--- src/rtl/gaussian_pyramid_pkg.sv ---
// gaussian_pyramid_pkg: kernel weights, normalisation shift, octave geometry helpers and FSM states
package gaussian_pyramid_pkg;
  localparam int NORM_SHIFT = 4;
  localparam int KERNEL [3][3] = '{'{1, 2, 1}, '{2, 4, 2}, '{1, 2, 1}};
  typedef enum logic [1:0] {IDLE, READ, DRAIN, DONE} state_t;
  function automatic int oct_dim(input int top, input int oct);
    return top >> oct;
  endfunction
  function automatic int oct_addr_w(input int tw, input int th, input int oct);
    return $clog2(oct_dim(tw, oct) * oct_dim(th, oct));
  endfunction
endpackage

--- src/rtl/gaussian_pyramid_core_blur.sv ---
// blur_3x3_stream: raster-order 3x3 Gaussian blur with border pass-through and self-flush.
// Define GAUSS_ROUND_EN to round half up instead of truncating.
module blur_3x3_stream
  import gaussian_pyramid_pkg::*;
#(
  parameter int W = 64,
  parameter int H = 64,
  parameter int BIT_DEPTH = 8
) (
  input  logic                       clk,
  input  logic                       rst_n,
  input  logic                       clr,
  input  logic                       in_valid,
  input  logic [BIT_DEPTH-1:0]       in_pixel,
  output logic                       out_valid,
  output logic [$clog2(W*H)-1:0]     out_addr,
  output logic [BIT_DEPTH-1:0]       out_pixel
);
  localparam int AW = $clog2(W * H);
  localparam int LW = $clog2(W);
  localparam int SW = BIT_DEPTH + 4;
`ifdef GAUSS_ROUND_EN
  localparam int RND = 8;
`else
  localparam int RND = 0;
`endif
  localparam logic [AW:0] NP = (AW + 1)'(W * H);
  localparam logic [AW:0] LP = (AW + 1)'(W + 1);
  localparam logic [AW:0] FP = (AW + 1)'(W * H + W + 1);
  logic [AW:0] pos;
  logic [BIT_DEPTH-1:0] lb_a [W];
  logic [BIT_DEPTH-1:0] lb_b [W];
  logic [BIT_DEPTH-1:0] col1 [3];
  logic [BIT_DEPTH-1:0] col2 [3];
  logic [BIT_DEPTH-1:0] win [3][3];
  logic [LW-1:0] ptr;
  logic [AW-1:0] oidx;
  logic beat, emit, border;
  logic [SW-1:0] sum;
  // once all inputs are in, keep stepping the window to push out the last W+1 (border) results
  assign ptr = pos[LW-1:0];
  assign beat = (in_valid && pos < NP) || (pos >= NP && pos < FP);
  assign emit = beat && pos >= LP;
  assign oidx = AW'(pos - LP);
  assign border = oidx[AW-1:LW] == '0 || &oidx[AW-1:LW] || oidx[LW-1:0] == '0 || &oidx[LW-1:0];
  always_comb begin
    for (int r = 0; r < 3; r++) begin
      win[r][0] = col1[r];
      win[r][1] = col2[r];
    end
    win[0][2] = lb_b[ptr];
    win[1][2] = lb_a[ptr];
    win[2][2] = in_pixel;
    sum = SW'(RND);
    for (int r = 0; r < 3; r++)
      for (int c = 0; c < 3; c++)
        sum = sum + SW'(win[r][c]) * SW'(KERNEL[r][c]);
  end
  always_ff @(posedge clk) begin
    if (beat) begin
      lb_a[ptr] <= in_pixel;
      lb_b[ptr] <= lb_a[ptr];
      col1 <= col2;
      col2 <= '{lb_b[ptr], lb_a[ptr], in_pixel};
    end
  end
  always_ff @(posedge clk or negedge rst_n) begin
    if (!rst_n) begin
      pos <= '0;
      out_valid <= 1'b0;
      out_addr <= '0;
      out_pixel <= '0;
    end else begin
      pos <= clr ? '0 : beat ? pos + 1'b1 : pos;
      out_valid <= emit;
      if (emit) begin
        out_addr <= oidx;
        out_pixel <= border ? win[1][1] : sum[SW-1:NORM_SHIFT];
      end
    end
  end
endmodule

--- src/rtl/gaussian_pyramid_core.sv ---
// gaussian_pyramid_core: one-pass 3-octave x 3-level Gaussian pyramid from a raster-read BRAM.
// Define GAUSS_ROUND_EN to make every blur round half up instead of truncating.
module gaussian_pyramid_core
  import gaussian_pyramid_pkg::*;
#(
  parameter int BIT_DEPTH = 8,
  parameter int TOP_WIDTH = 64,
  parameter int TOP_HEIGHT = 64,
  parameter int READ_LATENCY = 2,
  localparam int A1 = oct_addr_w(TOP_WIDTH, TOP_HEIGHT, 0),
  localparam int A2 = oct_addr_w(TOP_WIDTH, TOP_HEIGHT, 1),
  localparam int A3 = oct_addr_w(TOP_WIDTH, TOP_HEIGHT, 2)
) (
  input  logic                 clk_in,
  input  logic                 rst_in,
  input  logic                 start_in,
  output logic [A1-1:0]        ext_read_addr,
  output logic                 ext_read_addr_valid,
  input  logic [BIT_DEPTH-1:0] ext_pixel_in,
  output logic [A1-1:0]        O1L1_write_addr, O1L2_write_addr, O1L3_write_addr,
  output logic                 O1L1_write_valid, O1L2_write_valid, O1L3_write_valid,
  output logic [BIT_DEPTH-1:0] O1L1_pixel_out, O1L2_pixel_out, O1L3_pixel_out,
  output logic [A2-1:0]        O2L1_write_addr, O2L2_write_addr, O2L3_write_addr,
  output logic                 O2L1_write_valid, O2L2_write_valid, O2L3_write_valid,
  output logic [BIT_DEPTH-1:0] O2L1_pixel_out, O2L2_pixel_out, O2L3_pixel_out,
  output logic [A3-1:0]        O3L1_write_addr, O3L2_write_addr, O3L3_write_addr,
  output logic                 O3L1_write_valid, O3L2_write_valid, O3L3_write_valid,
  output logic [BIT_DEPTH-1:0] O3L1_pixel_out, O3L2_pixel_out, O3L3_pixel_out,
  output logic                 pyramid_done
);
  localparam int W2 = oct_dim(TOP_WIDTH, 1), H2 = oct_dim(TOP_HEIGHT, 1);
  localparam int W3 = oct_dim(TOP_WIDTH, 2), H3 = oct_dim(TOP_HEIGHT, 2);
  localparam int LW1 = $clog2(TOP_WIDTH), LW2 = $clog2(W2);
  state_t state, next;
  logic clr, keep2, keep3;
  logic [READ_LATENCY-1:0] vld_dly;
  logic [A1-1:0] addr_dly [READ_LATENCY];
  assign clr = state == IDLE && start_in;
  assign ext_read_addr_valid = state == READ;
  assign pyramid_done = state == DONE;
  always_comb begin
    next = state;
    case (state)
      IDLE:    next = start_in ? READ : IDLE;
      READ:    next = &ext_read_addr ? DRAIN : READ;
      DRAIN:   next = O3L3_write_valid && &O3L3_write_addr ? DONE : DRAIN;
      default: next = IDLE;
    endcase
  end
  always_ff @(posedge clk_in or negedge rst_in) begin
    if (!rst_in) begin
      state <= IDLE;
      ext_read_addr <= '0;
    end else begin
      state <= next;
      ext_read_addr <= clr ? '0 : state == READ ? ext_read_addr + 1'b1 : ext_read_addr;
    end
  end
  // the BRAM answers READ_LATENCY cycles after the address, so the address rides alongside
  always_ff @(posedge clk_in or negedge rst_in) begin
    if (!rst_in) begin
      vld_dly <= '0;
      addr_dly <= '{default: '0};
      O1L1_write_valid <= 1'b0;
      O1L1_write_addr <= '0;
      O1L1_pixel_out <= '0;
    end else begin
      vld_dly[0] <= ext_read_addr_valid;
      addr_dly[0] <= ext_read_addr;
      for (int i = 1; i < READ_LATENCY; i++) begin
        vld_dly[i] <= vld_dly[i-1];
        addr_dly[i] <= addr_dly[i-1];
      end
      O1L1_write_valid <= vld_dly[READ_LATENCY-1];
      if (vld_dly[READ_LATENCY-1]) begin
        O1L1_write_addr <= addr_dly[READ_LATENCY-1];
        O1L1_pixel_out <= ext_pixel_in;
      end
    end
  end
  // decimators keep even rows and even columns; dropping the low row and col bits gives the new address
  assign keep2 = O1L3_write_valid && !O1L3_write_addr[LW1] && !O1L3_write_addr[0];
  assign keep3 = O2L3_write_valid && !O2L3_write_addr[LW2] && !O2L3_write_addr[0];
  always_ff @(posedge clk_in or negedge rst_in) begin
    if (!rst_in) begin
      O2L1_write_valid <= 1'b0;
      O2L1_write_addr <= '0;
      O2L1_pixel_out <= '0;
      O3L1_write_valid <= 1'b0;
      O3L1_write_addr <= '0;
      O3L1_pixel_out <= '0;
    end else begin
      O2L1_write_valid <= keep2;
      O3L1_write_valid <= keep3;
      if (keep2) begin
        O2L1_write_addr <= {O1L3_write_addr[A1-1:LW1+1], O1L3_write_addr[LW1-1:1]};
        O2L1_pixel_out <= O1L3_pixel_out;
      end
      if (keep3) begin
        O3L1_write_addr <= {O2L3_write_addr[A2-1:LW2+1], O2L3_write_addr[LW2-1:1]};
        O3L1_pixel_out <= O2L3_pixel_out;
      end
    end
  end
  blur_3x3_stream #(.W(TOP_WIDTH), .H(TOP_HEIGHT), .BIT_DEPTH(BIT_DEPTH)) u_b11 (
    .clk(clk_in), .rst_n(rst_in), .clr(clr),
    .in_valid(O1L1_write_valid), .in_pixel(O1L1_pixel_out),
    .out_valid(O1L2_write_valid), .out_addr(O1L2_write_addr), .out_pixel(O1L2_pixel_out));
  blur_3x3_stream #(.W(TOP_WIDTH), .H(TOP_HEIGHT), .BIT_DEPTH(BIT_DEPTH)) u_b12 (
    .clk(clk_in), .rst_n(rst_in), .clr(clr),
    .in_valid(O1L2_write_valid), .in_pixel(O1L2_pixel_out),
    .out_valid(O1L3_write_valid), .out_addr(O1L3_write_addr), .out_pixel(O1L3_pixel_out));
  blur_3x3_stream #(.W(W2), .H(H2), .BIT_DEPTH(BIT_DEPTH)) u_b21 (
    .clk(clk_in), .rst_n(rst_in), .clr(clr),
    .in_valid(O2L1_write_valid), .in_pixel(O2L1_pixel_out),
    .out_valid(O2L2_write_valid), .out_addr(O2L2_write_addr), .out_pixel(O2L2_pixel_out));
  blur_3x3_stream #(.W(W2), .H(H2), .BIT_DEPTH(BIT_DEPTH)) u_b22 (
    .clk(clk_in), .rst_n(rst_in), .clr(clr),
    .in_valid(O2L2_write_valid), .in_pixel(O2L2_pixel_out),
    .out_valid(O2L3_write_valid), .out_addr(O2L3_write_addr), .out_pixel(O2L3_pixel_out));
  blur_3x3_stream #(.W(W3), .H(H3), .BIT_DEPTH(BIT_DEPTH)) u_b31 (
    .clk(clk_in), .rst_n(rst_in), .clr(clr),
    .in_valid(O3L1_write_valid), .in_pixel(O3L1_pixel_out),
    .out_valid(O3L2_write_valid), .out_addr(O3L2_write_addr), .out_pixel(O3L2_pixel_out));
  blur_3x3_stream #(.W(W3), .H(H3), .BIT_DEPTH(BIT_DEPTH)) u_b32 (
    .clk(clk_in), .rst_n(rst_in), .clr(clr),
    .in_valid(O3L2_write_valid), .in_pixel(O3L2_pixel_out),
    .out_valid(O3L3_write_valid), .out_addr(O3L3_write_addr), .out_pixel(O3L3_pixel_out));
endmodule

--- config.mk ---
export PLATFORM = sky130hd
export DESIGN_NAME = gaussian_pyramid_core
export DESIGN_NICKNAME = d
export VERILOG_FILES = /design/src/rtl/gaussian_pyramid_pkg.sv /design/src/rtl/gaussian_pyramid_core_blur.sv /design/src/rtl/gaussian_pyramid_core.sv
export SDC_FILE = /design/constraint.sdc
export NUM_CORES = 2
export LEC_CHECK = 0
export ABC_AREA = 1
export CORE_UTILIZATION = 50
export DETAILED_ROUTE_END_ITERATION = 7
export PLACE_DENSITY = 0.66
export RECOVER_POWER = 50
export SYNTH_ARGS = -nofsm -noshare
export SYNTH_HDL_FRONTEND = slang
export SYNTH_SLANG_ARGS = --single-unit
--- constraint.sdc ---
create_clock -name clk_in -period 11.8 [get_ports clk_in]
set_input_delay 2.36 -clock clk_in [delete_from_list [all_inputs] [get_ports clk_in]]
set_output_delay 2.36 -clock clk_in [all_outputs]
set_load 0.005 [all_outputs]
==> results.sh <==
export IMPL_slowest_delay_ns=1.66
export IMPL_finalSetupViolCount=0
export IMPL_hold_viol_final=0
export IMPL_critical_path_class="register to register"
export IMPL_grt_usage_pct=26.5
export IMPL_synthDominantCellAreaShare_pct=68.6
export IMPL_yosysTopAreaCell="edfxtp_1"
export IMPL_max_cap_violations=70
export IMPL_crit_start="u_b11.pos[0]"
export IMPL_powerDensity_mw_per_mm2=152
export IMPL_slew_limit_headroom_pct=-178
export IMPL_synth_cell_area_sq_mm=0.170
export IMPL_die_area_sq_mm=0.342
export IMPL_viasPerCell=5.86
export IMPL_grt_setup_unrepaired="false"
export IMPL_die_h_microns=584
export IMPL_core_area_sq_mm=0.337
export IMPL_clockBufferDepth=4
export IMPL_yosysMostFrequentCell="edfxtp_1"
export IMPL_synth_area_per_cell_sq_um=13.2
export IMPL_worst_slew_pin_slew_ns=4.17
export IMPL_r2r_start="u_b11.pos[0]"
export IMPL_gp_congestion=0.883
export IMPL_vdd_drop_max_uv=117
export IMPL_place_ws_ns=3.87
export IMPL_min_from="addr_dly[14]"
export IMPL_wl_microns=458000
export IMPL_die_w_microns=584
export IMPL_crit_cells=26
export IMPL_grt_max_degree=163
export IMPL_p_leak_nw=62.5
export IMPL_r2r_cells=26
export IMPL_status="finished, violations left"
export IMPL_synth_edf_count=3872
export IMPL_drc=0
export IMPL_cts_tree="yes"
export IMPL_cp_end_kind="register"
export IMPL_rows=213
export IMPL_finalMaxSlewViolations=2890
export IMPL_nNetsFinal=13753
export IMPL_critPathBufInv=4
export IMPL_cpMaxStageDelayCell="clkinvlp_2"
export IMPL_cts_resized=0
export IMPL_path_max_fanout=66
export IMPL_post_cts_buffers=0
export IMPL_routedWlPerCell_microns=25.2
export IMPL_ys_seq_elements=4149
export IMPL_vias=106575
export IMPL_cts_root_buf="clkbuf_16"
export IMPL_syn_num_nets=13340
export IMPL_clkTransAtPathRegs_ns=0.06
export IMPL_hold_path_class="register to register"
export IMPL_ys_top_cells_by_count="3872 x edfxtp_1, 2525 x nand2_1, 1253 x nor2_1"
export IMPL_max_freq_mhz=104
export IMPL_drtIter0Drc=12355
export IMPL_ctsHoldBuffers=0
export IMPL_crit_required_ns=12.66
export IMPL_worst_path_most_repeated_cell="nand3_1"
export IMPL_postSynth_asyncResetShare_pct=6.68
export IMPL_finalSetupTns_ns=0
export IMPL_io_pins=196
export IMPL_firstDrtPassIters=6
export IMPL_reg2reg_to="u_b11.out_pixel[7]"
export IMPL_ff2ff_setup_slack_ns=2.22
export IMPL_crit_end="u_b11.out_pixel[7]"
export IMPL_syn_instance_count=12896
export IMPL_cts_sinks=4149
export IMPL_path_delay_family="adder cells"
export IMPL_cts_max_level=5
export IMPL_grt_pass1_wl_microns=675000
export IMPL_fin_skew_ns=0.0698
export IMPL_start_kind="register"
export IMPL_grt_pass1_vias=104434
export IMPL_drtAntennaViolNets=0
export IMPL_finish_instance_area_sq_mm=0.191
export IMPL_grt_antenna_before_repair=9
export IMPL_timing_final_ws_setup_ns=2.22
export IMPL_port_buffers=195
export IMPL_violations="max-capacitance violations, max-slew violations"
export IMPL_crit_arrival_ns=10.43
export IMPL_overflow=0
export IMPL_cts_buffers=416
export IMPL_dpl_hpwl_microns=272000
export IMPL_syn_to_final_growth_pct=12.5
export IMPL_min_period_ns=9.58
export IMPL_start_util_pct=50.3
export IMPL_final_cells=18181
export IMPL_yosysWarnings=0
export IMPL_synth_seq_area_share_pct=72.6
export IMPL_ys_types=59
export IMPL_synthTopCellsByArea="edfxtp_1 69%, nand2_1 5.6%, dfrtp_1 4.1%"
export IMPL_period_share_pct=81.1
export IMPL_ys_flop_type="edfxtp_1"
export IMPL_postPlaceCellArea_sq_mm=0.178
export IMPL_clock_latency_ns=0.97
export IMPL_dp_cells=17406
export IMPL_drive_gt1_share_pct=7.51
routing by layer:
layer	routed length [microns]	vias to the layer above	GRT usage, %
li1	-	46938	-
met1	183000	53512	36.6
met2	213000	5234	42.0
met3	41000	891	4.14
met4	20500	0	11.0
met5	0	-	0
state kept, by name, indices dropped and copies added, names as in the netlist, 128 cells and up:
signal,cells
u_b22.lb_b,256
u_b32.lb_a,128
u_b12.lb_a,512
u_b11.lb_a,512
u_b21.lb_b,256
u_b11.lb_b,512
u_b32.lb_b,128
u_b12.lb_b,512
u_b31.lb_b,128
u_b22.lb_a,256
u_b21.lb_a,256
u_b31.lb_a,128
worst min-delay path by stage:
stage,cells past startpoint,slack [ns],to
finish,0,0.34,addr_dly[2]
global route,0,0.35,vld_dly[1]
CTS,0,0.34,addr_dly[2]
detailed placement,0,0.33,addr_dly[7]
global placement,0,0.33,addr_dly[1]
floorplan,0,0.33,addr_dly[0]
metrics by stage:
| step | power (mW) | utilization [%] | hold WS (ns) |
|---|---|---|---|
| CTS | 29.2 | 56.8 | 0.342 |
| global route | 29.8 | 56.6 | 0.350 |
| global placement | 16.3 | 52.8 | 0.332 |
| detailed placement | 16.3 | 52.8 | 0.335 |
| floorplan | 16.2 | - | 0.331 |
| finish | 29.1 | 56.6 | 0.342 |
cells in the final DEF (no fill, tap or decap), types with 45 or more instances in the layout:
master           count
edfxtp_1          3872
clkbuf_1           231
nand2_1           2516
clkinv_2            94
nand4_1            273
a22oi_1            155
o2111ai_1           79
xor2_1              48
a22o_1             120
clkdlybuf4s50_1    193
nor2_1            1236
inv_1              897
fa_1               288
ha_1               145
nand3_1            287
o22ai_1            387
o21ai_0           1060
a221oi_1           145
clkbuf_16          422
a21oi_1            140
buf_4              252
nor3_1              45
clkinv_1            91
dfrtp_1            268
area by class of cell:
| type | count | area [sq um] |
|---|---|---|
| multi-input combinational | 7195 | 40200 |
| clock inverter | 259 | 2420 |
| inverter | 932 | 3530 |
| tap | 4515 | 5650 |
| sequential | 4149 | 123000 |
| clock buffer | 512 | 11000 |
| antenna | 4 | 10.0 |
| fill | 26480 | 146000 |
| timing repair buffer | 615 | 4660 |
logic make-up (layout without fill, tap and decap cells):
family	count (synthesis)	in the layout	synth area share, %
compound gates	2177	2177	7.85
xor+xnor	85	85	0.439
fa+ha+maj	433	433	4.47
buf+inv	1552	2318	3.69
flops	4149	4149	72.6
mux	20	20	0.133
other cells	0	4	0
simple gates	4480	4480	10.8
report_power, final:
part | internal (mW) | switching (mW) | leakage (nW)
registers | 15.9 | 0.0112 | 33.0
clock network | 7.47 | 5.59 | 6.59
logic | 0.0311 | 0.0840 | 22.9
No activity file was read; power rests on OpenSTA's default activity.
